==> src/rtl/sb_config_loader_pkg.sv <==
// Shared definitions for the switch-box configuration loader: header layout,
// default broadcast address and FSM state encoding.
package sb_config_loader_pkg;

   localparam int         CFG_WORD_W   = 32;
   localparam logic [7:0] BCAST_ID_DEF = 8'hFF;

   // Header word layout: [31:24] dest, [23:16] payload count, [15:0] reserved (zero)
   localparam int HDR_DEST_LSB = 24;
   localparam int HDR_CNT_LSB  = 16;
   localparam int HDR_RSV_W    = 16;

   typedef enum logic [1:0] {
      IDLE  = 2'd0,
      LOAD  = 2'd1,
      SKIP  = 2'd2,
      CHECK = 2'd3
   } state_t;

endpackage

==> src/rtl/sb_config_loader_xor_accum.sv <==
// Running XOR of a frame: clr loads the header word, acc_en folds in payload words.
module cfg_xor_accum
   import sb_config_loader_pkg::*;
(
   input  logic                  clk,
   input  logic                  reset,
   input  logic                  clr,
   input  logic                  acc_en,
   input  logic [CFG_WORD_W-1:0] din,
   output logic [CFG_WORD_W-1:0] acc
);

   always_ff @(posedge clk or negedge reset) begin
      if (!reset)      acc <= '0;
      else if (clr)    acc <= din;
      else if (acc_en) acc <= acc ^ din;
   end

endmodule

==> src/rtl/sb_config_loader.sv <==
// Tile-filtering configuration stream loader feeding a switch-box config register.
// Optional trailer checksum enabled by defining SB_CONFIG_LOADER_CHECKSUM_EN.
module sb_config_loader
   import sb_config_loader_pkg::*;
#(
   parameter logic [7:0] TILE_ID  = 8'h00,
   parameter logic [7:0] BCAST_ID = BCAST_ID_DEF,
   parameter int         DATA_W   = CFG_WORD_W
) (
   input  logic              clk,
   input  logic              reset,
   input  logic [DATA_W-1:0] cfg_in_data,
   input  logic              cfg_in_valid,
   output logic              cfg_in_ready,
   output logic [DATA_W-1:0] config_data,
   output logic              config_en,
   output logic              busy,
   output logic              done,
   output logic              err
);

   state_t     state, state_d;
   logic [7:0] cnt, cnt_d;
   logic       ready_q, done_pend;
   logic       strobe_d, done_d, pend_d, err_d;
   logic       xfer, hdr_bad, hdr_hit;
   logic [7:0] hdr_dest, hdr_cnt;

   assign xfer         = cfg_in_valid & cfg_in_ready;
   assign cfg_in_ready = ready_q;
   assign busy         = (state != IDLE);

   assign hdr_dest = cfg_in_data[HDR_DEST_LSB +: 8];
   assign hdr_cnt  = cfg_in_data[HDR_CNT_LSB +: 8];
   assign hdr_bad  = |cfg_in_data[HDR_RSV_W-1:0];
   // A reserved-bit violation forces the frame to be skipped even if addressed to us
   assign hdr_hit  = ((hdr_dest == TILE_ID) || (hdr_dest == BCAST_ID)) && !hdr_bad;

`ifdef SB_CONFIG_LOADER_CHECKSUM_EN
   logic                  chk_load, chk_load_d;
   logic [CFG_WORD_W-1:0] xor_acc;

   cfg_xor_accum u_xor (
      .clk    (clk),
      .reset  (reset),
      .clr    (xfer && (state == IDLE)),
      .acc_en (xfer && ((state == LOAD) || (state == SKIP))),
      .din    (cfg_in_data),
      .acc    (xor_acc)
   );

   always_ff @(posedge clk or negedge reset) begin
      if (!reset) chk_load <= 1'b0;
      else        chk_load <= chk_load_d;
   end
`endif

   always_comb begin
      state_d  = state;
      cnt_d    = cnt;
      strobe_d = 1'b0;
      pend_d   = 1'b0;
      done_d   = done_pend;
      err_d    = err;
`ifdef SB_CONFIG_LOADER_CHECKSUM_EN
      chk_load_d = chk_load;
`endif
      case (state)
         IDLE: if (xfer) begin
            cnt_d = hdr_cnt;
            if (hdr_bad)      err_d = 1'b1;
            else if (hdr_hit) err_d = 1'b0;
`ifdef SB_CONFIG_LOADER_CHECKSUM_EN
            chk_load_d = hdr_hit;
            if (hdr_cnt == 8'd0) state_d = CHECK;
            else                 state_d = hdr_hit ? LOAD : SKIP;
`else
            if (hdr_cnt == 8'd0) done_d = done_pend | hdr_hit;
            else                 state_d = hdr_hit ? LOAD : SKIP;
`endif
         end
         LOAD, SKIP: if (xfer) begin
            cnt_d    = cnt - 8'd1;
            strobe_d = (state == LOAD);
            if (cnt == 8'd1) begin
`ifdef SB_CONFIG_LOADER_CHECKSUM_EN
               state_d = CHECK;
`else
               state_d = IDLE;
               // done trails the last strobe by one cycle
               pend_d  = (state == LOAD);
`endif
            end
         end
`ifdef SB_CONFIG_LOADER_CHECKSUM_EN
         CHECK: if (xfer) begin
            state_d = IDLE;
            if (chk_load) begin
               if (xor_acc == cfg_in_data) done_d = 1'b1;
               else                        err_d  = 1'b1;
            end
         end
`endif
         default: state_d = IDLE;
      endcase
   end

   always_ff @(posedge clk or negedge reset) begin
      if (!reset) begin
         state       <= IDLE;
         cnt         <= 8'd0;
         ready_q     <= 1'b0;
         config_en   <= 1'b0;
         config_data <= '0;
         done        <= 1'b0;
         done_pend   <= 1'b0;
         err         <= 1'b0;
      end else begin
         state     <= state_d;
         cnt       <= cnt_d;
         ready_q   <= 1'b1;
         config_en <= strobe_d;
         if (strobe_d) config_data <= cfg_in_data;
         done      <= done_d;
         done_pend <= pend_d;
         err       <= err_d;
      end
   end

endmodule

==> config.mk <==
export PLATFORM = sky130hd
export DESIGN_NAME = sb_config_loader
export DESIGN_NICKNAME = d
export VERILOG_FILES = /design/src/rtl/sb_config_loader_pkg.sv /design/src/rtl/sb_config_loader_xor_accum.sv /design/src/rtl/sb_config_loader.sv
export SDC_FILE = /design/constraint.sdc
export NUM_CORES = 1
export LEC_CHECK = 0
export CORE_ASPECT_RATIO = 1.75
export CORE_MARGIN = 2
export CORE_UTILIZATION = 46
export CTS_CLUSTER_DIAMETER = 50
export DETAILED_ROUTE_END_ITERATION = 10
export GPL_TIMING_DRIVEN = 0
export PLACE_DENSITY = 0.83
export SYNTH_ARGS = -nofsm -noshare
export SYNTH_HDL_FRONTEND = slang
export SYNTH_SLANG_ARGS = --single-unit
==> constraint.sdc <==
create_clock -name clk -period 1.7 [get_ports clk]
set_input_delay 0.255 -clock clk [delete_from_list [all_inputs] [get_ports clk]]
set_output_delay 0.255 -clock clk [all_outputs]
set_load 0.02 [all_outputs]
==> results of run 1 <==
==> cell usage after synthesis (all sizes together), types with 4 or more instances <==
| library cell | count |
|---|---|
| mux2 | 27 |
| o22ai | 4 |
| a31oi | 4 |
| ha | 4 |
| clkbuf | 4 |
| inv | 11 |
| dfrtp | 47 |
| o21ai | 9 |
| nand2 | 10 |
| nand3 | 6 |
| buf | 7 |
| nor4 | 5 |
| or4 | 5 |
| a21oi | 11 |
| nor2 | 17 |
==> layout make-up <==
class / instances / share of cell area (%)
clock buffer: 5 / 2.178
clock inverter: 3 / 1.386
sequential: 47 / 37.31
timing repair buffer: 74 / 23.37
tap: 52 / 2.059
multi-input combinational: 129 / 30.89
buffer: 8 / 1.505
inverter: 11 / 1.307
==> layer usage <==
metal  track usage, %  vias to the layer above
li1                 -                      871
met1            23.83                      890
met2            38.33                       68
met3            5.020                       25
met4            14.29                        0
met5                0                        -
==> power breakdown <==
part	switching [W]	internal [W]	total (W)
Combinational	0.000463	0.000453	0.000915
Sequential	0.000198	0.00122	0.00142
Clock	0.000377	0.000438	0.000815
Total	0.00104	0.00211	0.00315
==> state kept, by name, indices dropped and copies added (netlist names) <==
register and cells:
cfg_in_ready 1, cnt 8, config_data 32, config_en 1, done 1, done_pend 1, err 1, state 2
==> cell families (layout without fill, tap and decap cells) <==
logic type / Yosys count / in the layout / share of synthesized area, %
other cells: 1 / 1 / 0.1703
buf+inv: 22 / 101 / 4.091
compound gates: 42 / 42 / 12.61
simple gates: 53 / 53 / 12.73
fa+ha+maj: 4 / 4 / 2.273
mux: 29 / 29 / 14.72
flops: 47 / 47 / 53.41
==> metrics by stage <==
step	total power, W	cells	setup slack, ns	utilization, %	TNS (ns)
floorplan	0.001938	198	0.08584	-	0
global placement	0.002209	321	-0.9375	63.82	-53.56
detailed placement	0.002239	322	-0.3618	64.15	-10.66
CTS	0.003093	330	0.02021	67.15	0
global route	0.003335	329	-0.01712	67.71	-0.01712
finish	0.003149	329	0.06718	67.71	0
==> path summary, 6_finish.rpt <==
check,endpoint,slack [ns],depth (start not counted)
worst max-delay path,state[0]$_DFFE_PN0P_,0.07,4
worst min-delay path,config_data[9]$_DFFE_PN0P_,0.42,2
worst max register to register,state[0]$_DFFE_PN0P_,0.07,4
worst min register to register,done$_DFF_PN0_,0.47,1
max in group asynchronous,config_data[31]$_DFFE_PN0P_,0.78,3
min in group clk,done$_DFF_PN0_,0.47,1
==> cells in the final DEF, fill, tap and decap left out, drive strengths merged, types with 2 or more instances in the layout <==
| master | instances |
|---|---|
| nand2 | 10 |
| ha | 4 |
| a21oi | 11 |
| o2bb2ai | 2 |
| mux2 | 27 |
| buf | 10 |
| clkinv | 2 |
| dfrtp | 47 |
| o211ai | 3 |
| nand3 | 6 |
| mux2i | 2 |
| a31oi | 4 |
| nor4 | 5 |
| and3 | 2 |
| nand4 | 3 |
| inv | 11 |
| nor2 | 17 |
| o21ai | 9 |
| o22ai | 4 |
| a41o | 2 |
| nor3 | 2 |
| or4 | 5 |
| clkbuf | 7 |
| clkdlybuf4s50 | 69 |
| nor3b | 2 |
==> repair_timing <==
| action | in CTS | in global routing |
|---|---|---|
| hold buffers | 1 | 0 |
| buffers inserted | 0 | 1 |
| endpoints found under the hold margin | 17 | 0 |
| gates resized for setup | 12 | 8 |
| setup endpoints to repair | 42 | 20 |
==> results_dict.tcl, run 1 <==
set metrics [dict create \
    grt_overflow 0 \
    syn2layout_area_growth_pct 43.47 \
    grt_max_degree 31 \
    dieArea_mm2 0.005378 \
    post_drt_wl_per_cell_um 16.55 \
    fin_worst_skew_ns 0.005863 \
    required_ns 1.93 \
    ff_latch_area_mm2 0.001179 \
    core_region_area_mm2 0.004666 \
    io-pin-count 72 \
    rows 33 \
    finalWirelength_um 5446 \
    critPathKind "reg -> reg" \
    ys_ff_latch 47 \
    clk_pin_slew_worst_paths_ns 0.09 \
    synthDistinctLibCells 37 \
    cp-end-kind "flop" \
    fin_hold_ws_ns 0.4218 \
    wl_met2_um 2904 \
    synth_fp_nets 237 \
    synth_cells 198 \
    drv_slew 0 \
    report.final.hold_viol_count 0 \
    cts.sinks 47 \
    die_h_um 95.53 \
    multi_input_area_um2 975.9 \
    routedLengthMet1_um 2001 \
    place_congestion 0.8525 \
    powerDensity_mw_per_mm2 996.8 \
    dpl.hpwl_um 4118 \
    finalCritPeriodShare_pct 96.05 \
    track_usage_pct 22.05 \
    ys_warn_count 0 \
    setup_viol 0 \
    clock_path_buffers 2 \
    cap_viol_max_count 0 \
    hold_path.class "in -> async" \
    async_flop_share_pct 100.0 \
    grt_pass1_wl_um 9025 \
    rsz0062_at_grt "true" \
    diodes 0 \
    met3WireLength_um 268 \
    synth_area_leaders "dfrtp_1 53%, mux2_2 14%, nor2_1 2.9%" \
    critPathLaunchType "flop" \
    netlist.top_cell.by_area "dfrtp_1" \
    routed_via_density 5.635 \
    fp.dieW_um 56.30 \
    cts_made_buffers 5 \
    fin_area_mm2 0.003159 \
    worstSkewPairLatency_ns 0.30 \
    cts_tree "built" \
    drive_gt1_share_pct 21.30 \
    status "finished clean" \
    max_freq_mhz 612.4 \
    crit_fanout 6 \
    syn_avg_cell_area_um2 11.12 \
    fin_nets 315 \
    io_buffers 71 \
    r2r_start "cnt[5]$_DFFE_PN0P_" \
    max_stage_delay_ns 0.47 \
    synth_top_area_share_pct 53.41 \
    cp_num_buf_inv 0 \
    synthFlopType "dfrtp_1" \
    drt_iter0_drc 62 \
    start_util_pct 47.20 \
    critPathLaunch "cnt[5]$_DFFE_PN0P_" \
    synth_area_mm2 0.002202 \
    remaining_drc_errors 0 \
    first_pass_iters 4 \
    ys_seq_area_share_pct 53.41 \
    cp_top_family "compound AO/OA/AOI/OAI gates" \
    placed_cell_area_mm2 0.002993 \
    critPathArrivalTime_ns 1.86 \
    synth_edf_count 0 \
    drtAntennaViolNets 0 \
    peakVddDrop_mv 0.8711 \
    p_leak_nw 1.435 \
    vias 1854 \
    htreeDepth 2 \
    grt_antenna_before_repair 0 \
    path_cells "nor4_4 -> nand2_2 -> a2111o_1 -> o2bb2ai_1" \
    cts_root_buffer "clkbuf_8" \
    critPathSlowestCell "dfrtp_1" \
    routed.top_layer "met4" \
    n_fill_cell 369 \
    grt_pass1_vias 1899 \
    period_needed_ns 1.633 \
]
Note: power is estimated with default switching activity, not from simulation.
==> inputs of run 2 (changes only) <==
--- a/config.mk
+++ b/config.mk
@@ -6,12 +6,12 @@
 export NUM_CORES = 1
 export LEC_CHECK = 0
 export CORE_ASPECT_RATIO = 1.75
-export CORE_MARGIN = 2
 export CORE_UTILIZATION = 46
 export CTS_CLUSTER_DIAMETER = 50
 export DETAILED_ROUTE_END_ITERATION = 10
 export GPL_TIMING_DRIVEN = 0
 export PLACE_DENSITY = 0.83
+export SLEW_MARGIN = 20
 export SYNTH_ARGS = -nofsm -noshare
 export SYNTH_HDL_FRONTEND = slang
 export SYNTH_SLANG_ARGS = --single-unit
==> run 2 against run 1 <==
Via count rose by 2.9%. Sequential power barely moved. Final area barely moved. Sequential share of layout area barely moved. Highest routed layer unchanged. Largest power group unchanged. Cell count rose by 0.30%. First-iteration DRC count fell by 15%. Largest cell class unchanged. Clock power rose by 5.4%. Worst setup slack barely moved.
==> results_dict.tcl, run 2 (synthesis results as in run 1) <==
set metrics [dict create \
    status "finished clean" \
    drt_iter0_drc 53 \
    cts_made_buffers 5 \
    drtAntennaViolNets 0 \
    finalWirelength_um 5550 \
    critPathLaunchType "flop" \
    remaining_drc_errors 0 \
    cts_tree "built" \
    largest_reg_flops 32 \
    final_util_pct 68.34 \
    powerDensity_mw_per_mm2 1009 \
    cts_root_buffer "clkbuf_8" \
    drv_slew 0 \
    cts.sinks 47 \
    dpl.hpwl_um 4147 \
    worstSkewPairLatency_ns 0.30 \
    io-pin-count 72 \
    grt_pass1_wl_um 9080 \
    diodes 0 \
    largest_register "config_data" \
    critPathKind "reg -> out" \
    peakVddDrop_mv 0.9041 \
    grt_pass1_vias 1941 \
    post_drt_wl_per_cell_um 16.82 \
    fin_worst_skew_ns 0.007491 \
    dieArea_mm2 0.005079 \
    crit_fanout 10 \
    syn2layout_area_growth_pct 43.52 \
    grt_antenna_before_repair 0 \
    path_cells "inv_1 -> ha_4 -> buf_4 -> inv_1 -> buf_4" \
    cp-end-kind "primary output" \
    fin_hold_ws_ns 0.4368 \
    place_congestion 0.8560 \
    report.final.hold_viol_count 0 \
    clock_path_buffers 2 \
    max_stage_delay_ns 0.38 \
    fin_nets 316 \
    grt_overflow 0 \
    finalCritPeriodShare_pct 96.05 \
    grt_max_degree 30 \
    largestRegisters "config_data: 32 flops, cnt: 8 flops, state: 2 flops" \
    rsz0062_at_grt "true" \
    hold_path.class "in -> async" \
    required_ns 1.44 \
    max_freq_mhz 612.5 \
    vias 1907 \
    io_buffers 71 \
    drive_gt1_share_pct 20.50 \
    track_usage_pct 24.95 \
    htreeDepth 2 \
    mostFrequentLayoutCell "clkdlybuf4s50_1" \
    layout_common_cells "69 x clkdlybuf4s50_1, 45 x dfrtp_1, 27 x mux2_2, 16 x nor2_1" \
    die_h_um 93.53 \
    critPathArrivalTime_ns 1.38 \
    cap_viol_max_count 0 \
    start_util_pct 47.62 \
    core_region_area_mm2 0.004624 \
    period_needed_ns 1.633 \
    fp.dieW_um 54.30 \
    first_pass_iters 4 \
    routed_via_density 5.779 \
    setup_viol 0 \
    rows 33 \
    p_leak_nw 1.440 \
    clk_pin_slew_worst_paths_ns 0.09 \
    critPathSlowestCell "dfrtp_1" \
]
[run 2: cell types whose count changed in the layout (fill, tap and decap cells not counted), sizes merged]
| cell | change |
|---|---|
| clkinv | -1 |
| clkbuf | +1 |
| buf | +1 |
[run 2: critical path, delay by kind of cell (launching register included)]
family	cells	cell delay, ns
buffers and inverters	4	0.55
DFF	1	0.38
adders and majority gates	1	0.15
[run 2: layer usage]
metal / track usage, % / vias up / wire length, µm
met3: 4.553 / 17 / 235
li1: - / 871 / -
met5: 0 / - / 0
met2: 43.70 / 71 / 3113
met4: 10.68 / 0 / 182
met1: 27.85 / 948 / 2019
[run 2: report_power, final]
part | switching [W] | leakage [nW] | internal (W)
logic | 0.000472 | 0.745 | 0.000452
clock network | 0.000383 | 0.0612 | 0.000476
registers | 0.000186 | 0.634 | 0.00122
total | 0.00104 | 1.44 | 0.00215
[run 2: repair_timing]
item	4_1_cts	5_1_grt
setup endpoints to repair	44	37
setup buffers	0	1
hold buffers	1	0
pin swaps	0	1
gates resized for setup	10	8
hold endpoints to repair	18	0
[run 2: final timing paths]
kind | from | endpoint | slack [ns] | cells past startpoint
worst max-delay path | state[1]$_DFFE_PN0P_ | busy | 0.07 | 5
worst min-delay path | reset | config_data[16]$_DFFE_PN0P_ | 0.44 | 2
worst max register to register | cnt[1]$_DFFE_PN0P_ | state[0]$_DFFE_PN0P_ | 0.07 | 6
worst min register to register | config_data[22]$_DFFE_PN0P_ | config_data[22]$_DFFE_PN0P_ | 0.49 | 2
max in group asynchronous | reset | cnt[0]$_DFFE_PN0P_ | 0.74 | 3
min in group clk | config_data[22]$_DFFE_PN0P_ | config_data[22]$_DFFE_PN0P_ | 0.49 | 2
[run 2: metrics by stage]
stage | worst slack (ns) | cells | setup TNS, ns | power (W) | instance area, µm²
floorplan | 0.08584 | 198 | 0 | 0.001938 | 2202
global placement | -0.9203 | 321 | -52.36 | 0.002207 | 2978
detailed placement | -0.3668 | 322 | -10.78 | 0.002235 | 2993
CTS | 0.0006888 | 330 | 0 | 0.003123 | 3134
global route | -0.02606 | 330 | -0.2322 | 0.003344 | 3161
finish | 0.06723 | 330 | 0 | 0.003190 | 3161
[run 2: area by class of cell]
| type | count | area [µm²] |
|---|---|---|
| clock inverters | 2 | 35.03 |
| multi-input cells | 129 | 968.4 |
| flip-flops and latches | 47 | 1179 |
| clock buffers | 6 | 82.58 |
| plain buffers | 9 | 48.80 |
| repair buffers | 74 | 740.7 |
| fillers | 366 | 1464 |
| inverters | 11 | 41.29 |
| well taps | 52 | 65.06 |
==> inputs of run 3 (changes only) <==
--- a/config.mk
+++ b/config.mk
@@ -5,13 +5,14 @@
 export SDC_FILE = /design/constraint.sdc
 export NUM_CORES = 1
 export LEC_CHECK = 0
+export CELL_PAD_IN_SITES_DETAIL_PLACEMENT = 0
+export CELL_PAD_IN_SITES_GLOBAL_PLACEMENT = 1
 export CORE_ASPECT_RATIO = 1.75
-export CORE_UTILIZATION = 46
+export CORE_UTILIZATION = 35
 export CTS_CLUSTER_DIAMETER = 50
 export DETAILED_ROUTE_END_ITERATION = 10
 export GPL_TIMING_DRIVEN = 0
 export PLACE_DENSITY = 0.83
-export SLEW_MARGIN = 20
 export SYNTH_ARGS = -nofsm -noshare
 export SYNTH_HDL_FRONTEND = slang
 export SYNTH_SLANG_ARGS = --single-unit
==> run 3 against run 2 <==
Critical path depth unchanged. Hold slack worse by 0.032 ns. Worst setup slack better by 0.017 ns. Flip-flop and latch count unchanged. Critical endpoint unchanged. Highest routed layer unchanged.
==> results_dict.tcl, run 3 (synthesis results as in run 1) <==
set metrics [dict create \
    max_freq_mhz 618.8 \
    clk_pin_slew_worst_paths_ns 0.09 \
    cts.sinks 47 \
    p_leak_nw 1.438 \
    met3WireLength_um 291 \
    largestRegisters "config_data: 32 flops, cnt: 8 flops, state: 2 flops" \
    syn2layout_area_growth_pct 44.77 \
    routed.top_layer "met4" \
    hold_path.class "in -> async" \
    finalWirelength_um 5544 \
    cp-end-kind "primary output" \
    cts_tree "built" \
    rows 37 \
    finalCritPeriodShare_pct 95.05 \
    max_stage_delay_ns 0.39 \
    crit_fanout 10 \
    post_drt_wl_per_cell_um 15.44 \
    drt_iter0_drc 49 \
    start_util_pct 36.87 \
    cp_num_buf_inv 4 \
    p_total_w 0.003027 \
    drv_slew 0 \
    fin_area_mm2 0.003188 \
    mostFrequentLayoutCell "clkdlybuf4s50_1" \
    dpl.hpwl_um 4252 \
    fp.dieW_um 61.96 \
    critPathKind "reg -> out" \
    largest_register "config_data" \
    core_region_area_mm2 0.005972 \
    cap_viol_max_count 0 \
    setup_viol 0 \
    status "finished clean" \
    grt_antenna_before_repair 0 \
    ff2ff_setup_slack_ns 0.09 \
    drive_gt1_share_pct 21.35 \
    powerDensity_mw_per_mm2 949.3 \
    grt_pass1_vias 1865 \
    cts_made_buffers 5 \
    finalSetupTns_ns 0 \
    diodes 0 \
    critPathArrivalTime_ns 1.36 \
    final_util_pct 53.38 \
    cts_root_buffer "clkbuf_8" \
    place_congestion 0.8201 \
    grt_max_degree 34 \
    critPathLaunchType "flop" \
    worstSkewPairLatency_ns 0.30 \
    first_pass_iters 4 \
    grt_pass1_wl_um 8852 \
    regToRegEndpoint "cnt[5]$_DFFE_PN0P_" \
    io_buffers 71 \
    io-pin-count 72 \
    layout_common_cells "69 x clkdlybuf4s50_1, 45 x dfrtp_1, 27 x mux2_2, 16 x nor2_1" \
    critPathSlowestCell "dfrtp_1" \
    required_ns 1.44 \
    r2r_start "cnt[1]$_DFFE_PN0P_" \
    crit_cells 5 \
    routed_via_density 5.145 \
    peakVddDrop_mv 0.5528 \
    clock_path_buffers 2 \
    placed_cell_area_mm2 0.003025 \
    rsz0062_at_grt "false" \
    vias 1847 \
    wl_met2_um 3127 \
    dieArea_mm2 0.006625 \
    largest_reg_flops 32 \
    period_needed_ns 1.616 \
    grt_overflow 0 \
    fin_nets 319 \
    track_usage_pct 18.03 \
    die_h_um 106.9 \
    rr_worst_depth 5 \
    cp_top_family "buffers and inverters" \
    htreeDepth 2 \
    path_cells "inv_1 -> ha_4 -> buf_4 -> inv_1 -> buf_4" \
    drtAntennaViolNets 0 \
    remaining_drc_errors 0 \
    report.final.hold_viol_count 0 \
    routedLengthMet1_um 2014 \
    fin_worst_skew_ns 0.006351 \
]
-- run 3: how the worst max path moves through the flow --
stage,slack (ns),startpoint,to
floorplan,0.09,state[0]$_DFFE_PN0P_,config_data[21]$_DFFE_PN0P_
global placement,-1.04,reset,config_data[24]$_DFFE_PN0P_
detailed placement,-0.37,cfg_in_valid,err$_DFFE_PN0P_
CTS,0.003,state[0]$_DFFE_PN0P_,config_data[21]$_DFFE_PN0P_
global route,0.006,state[1]$_DFFE_PN0P_,busy
finish,0.08,state[1]$_DFFE_PN0P_,busy
-- run 3: final cells by class --
| cell class | instances | area, µm² |
|---|---|---|
| fill | 529 | 2784 |
| sequential | 47 | 1179 |
| multi-input combinational | 129 | 970.9 |
| timing repair buffer | 77 | 763.2 |
| tap | 78 | 97.59 |
| clock buffer | 6 | 72.57 |
| buffer | 9 | 51.30 |
| inverter | 11 | 41.29 |
| clock inverter | 2 | 12.51 |
-- run 3: stage by stage --
step           setup WS (ns)  hold slack [ns]  instances
6_report             0.08408           0.4052        359
5_1_grt             0.006424           0.4441        359
4_1_cts             0.002791           0.4272        356
3_5_place_dp         -0.3671           0.2051        348
3_3_place_gp          -1.041           0.4477        347
2_1_floorplan        0.08584         -0.04059        198
-- run 3: timing repair --
item                                    in CTS  in global routing
buffers inserted                             0                  4
endpoints found under the hold margin       14                  0
endpoints found under the setup margin      44                 41
pin swaps                                    0                  3
gates resized for setup                      9                 12
hold buffers                                 1                  0
-- run 3: report_power, final --
| group | switching [W] | leakage, nW | internal, W |
|---|---|---|---|
| Combinational | 0.000468 | 0.763 | 0.000473 |
| Clock | 0.000375 | 0.0412 | 0.000288 |
| Sequential | 0.000202 | 0.634 | 0.00122 |
| Total | 0.00105 | 1.44 | 0.00198 |
-- run 3: layer usage --
layer,GRT usage [%],up-vias
li1,-,874
met1,20.66,902
met2,30.85,61
met3,4.704,10
met4,6.508,0
met5,0,-
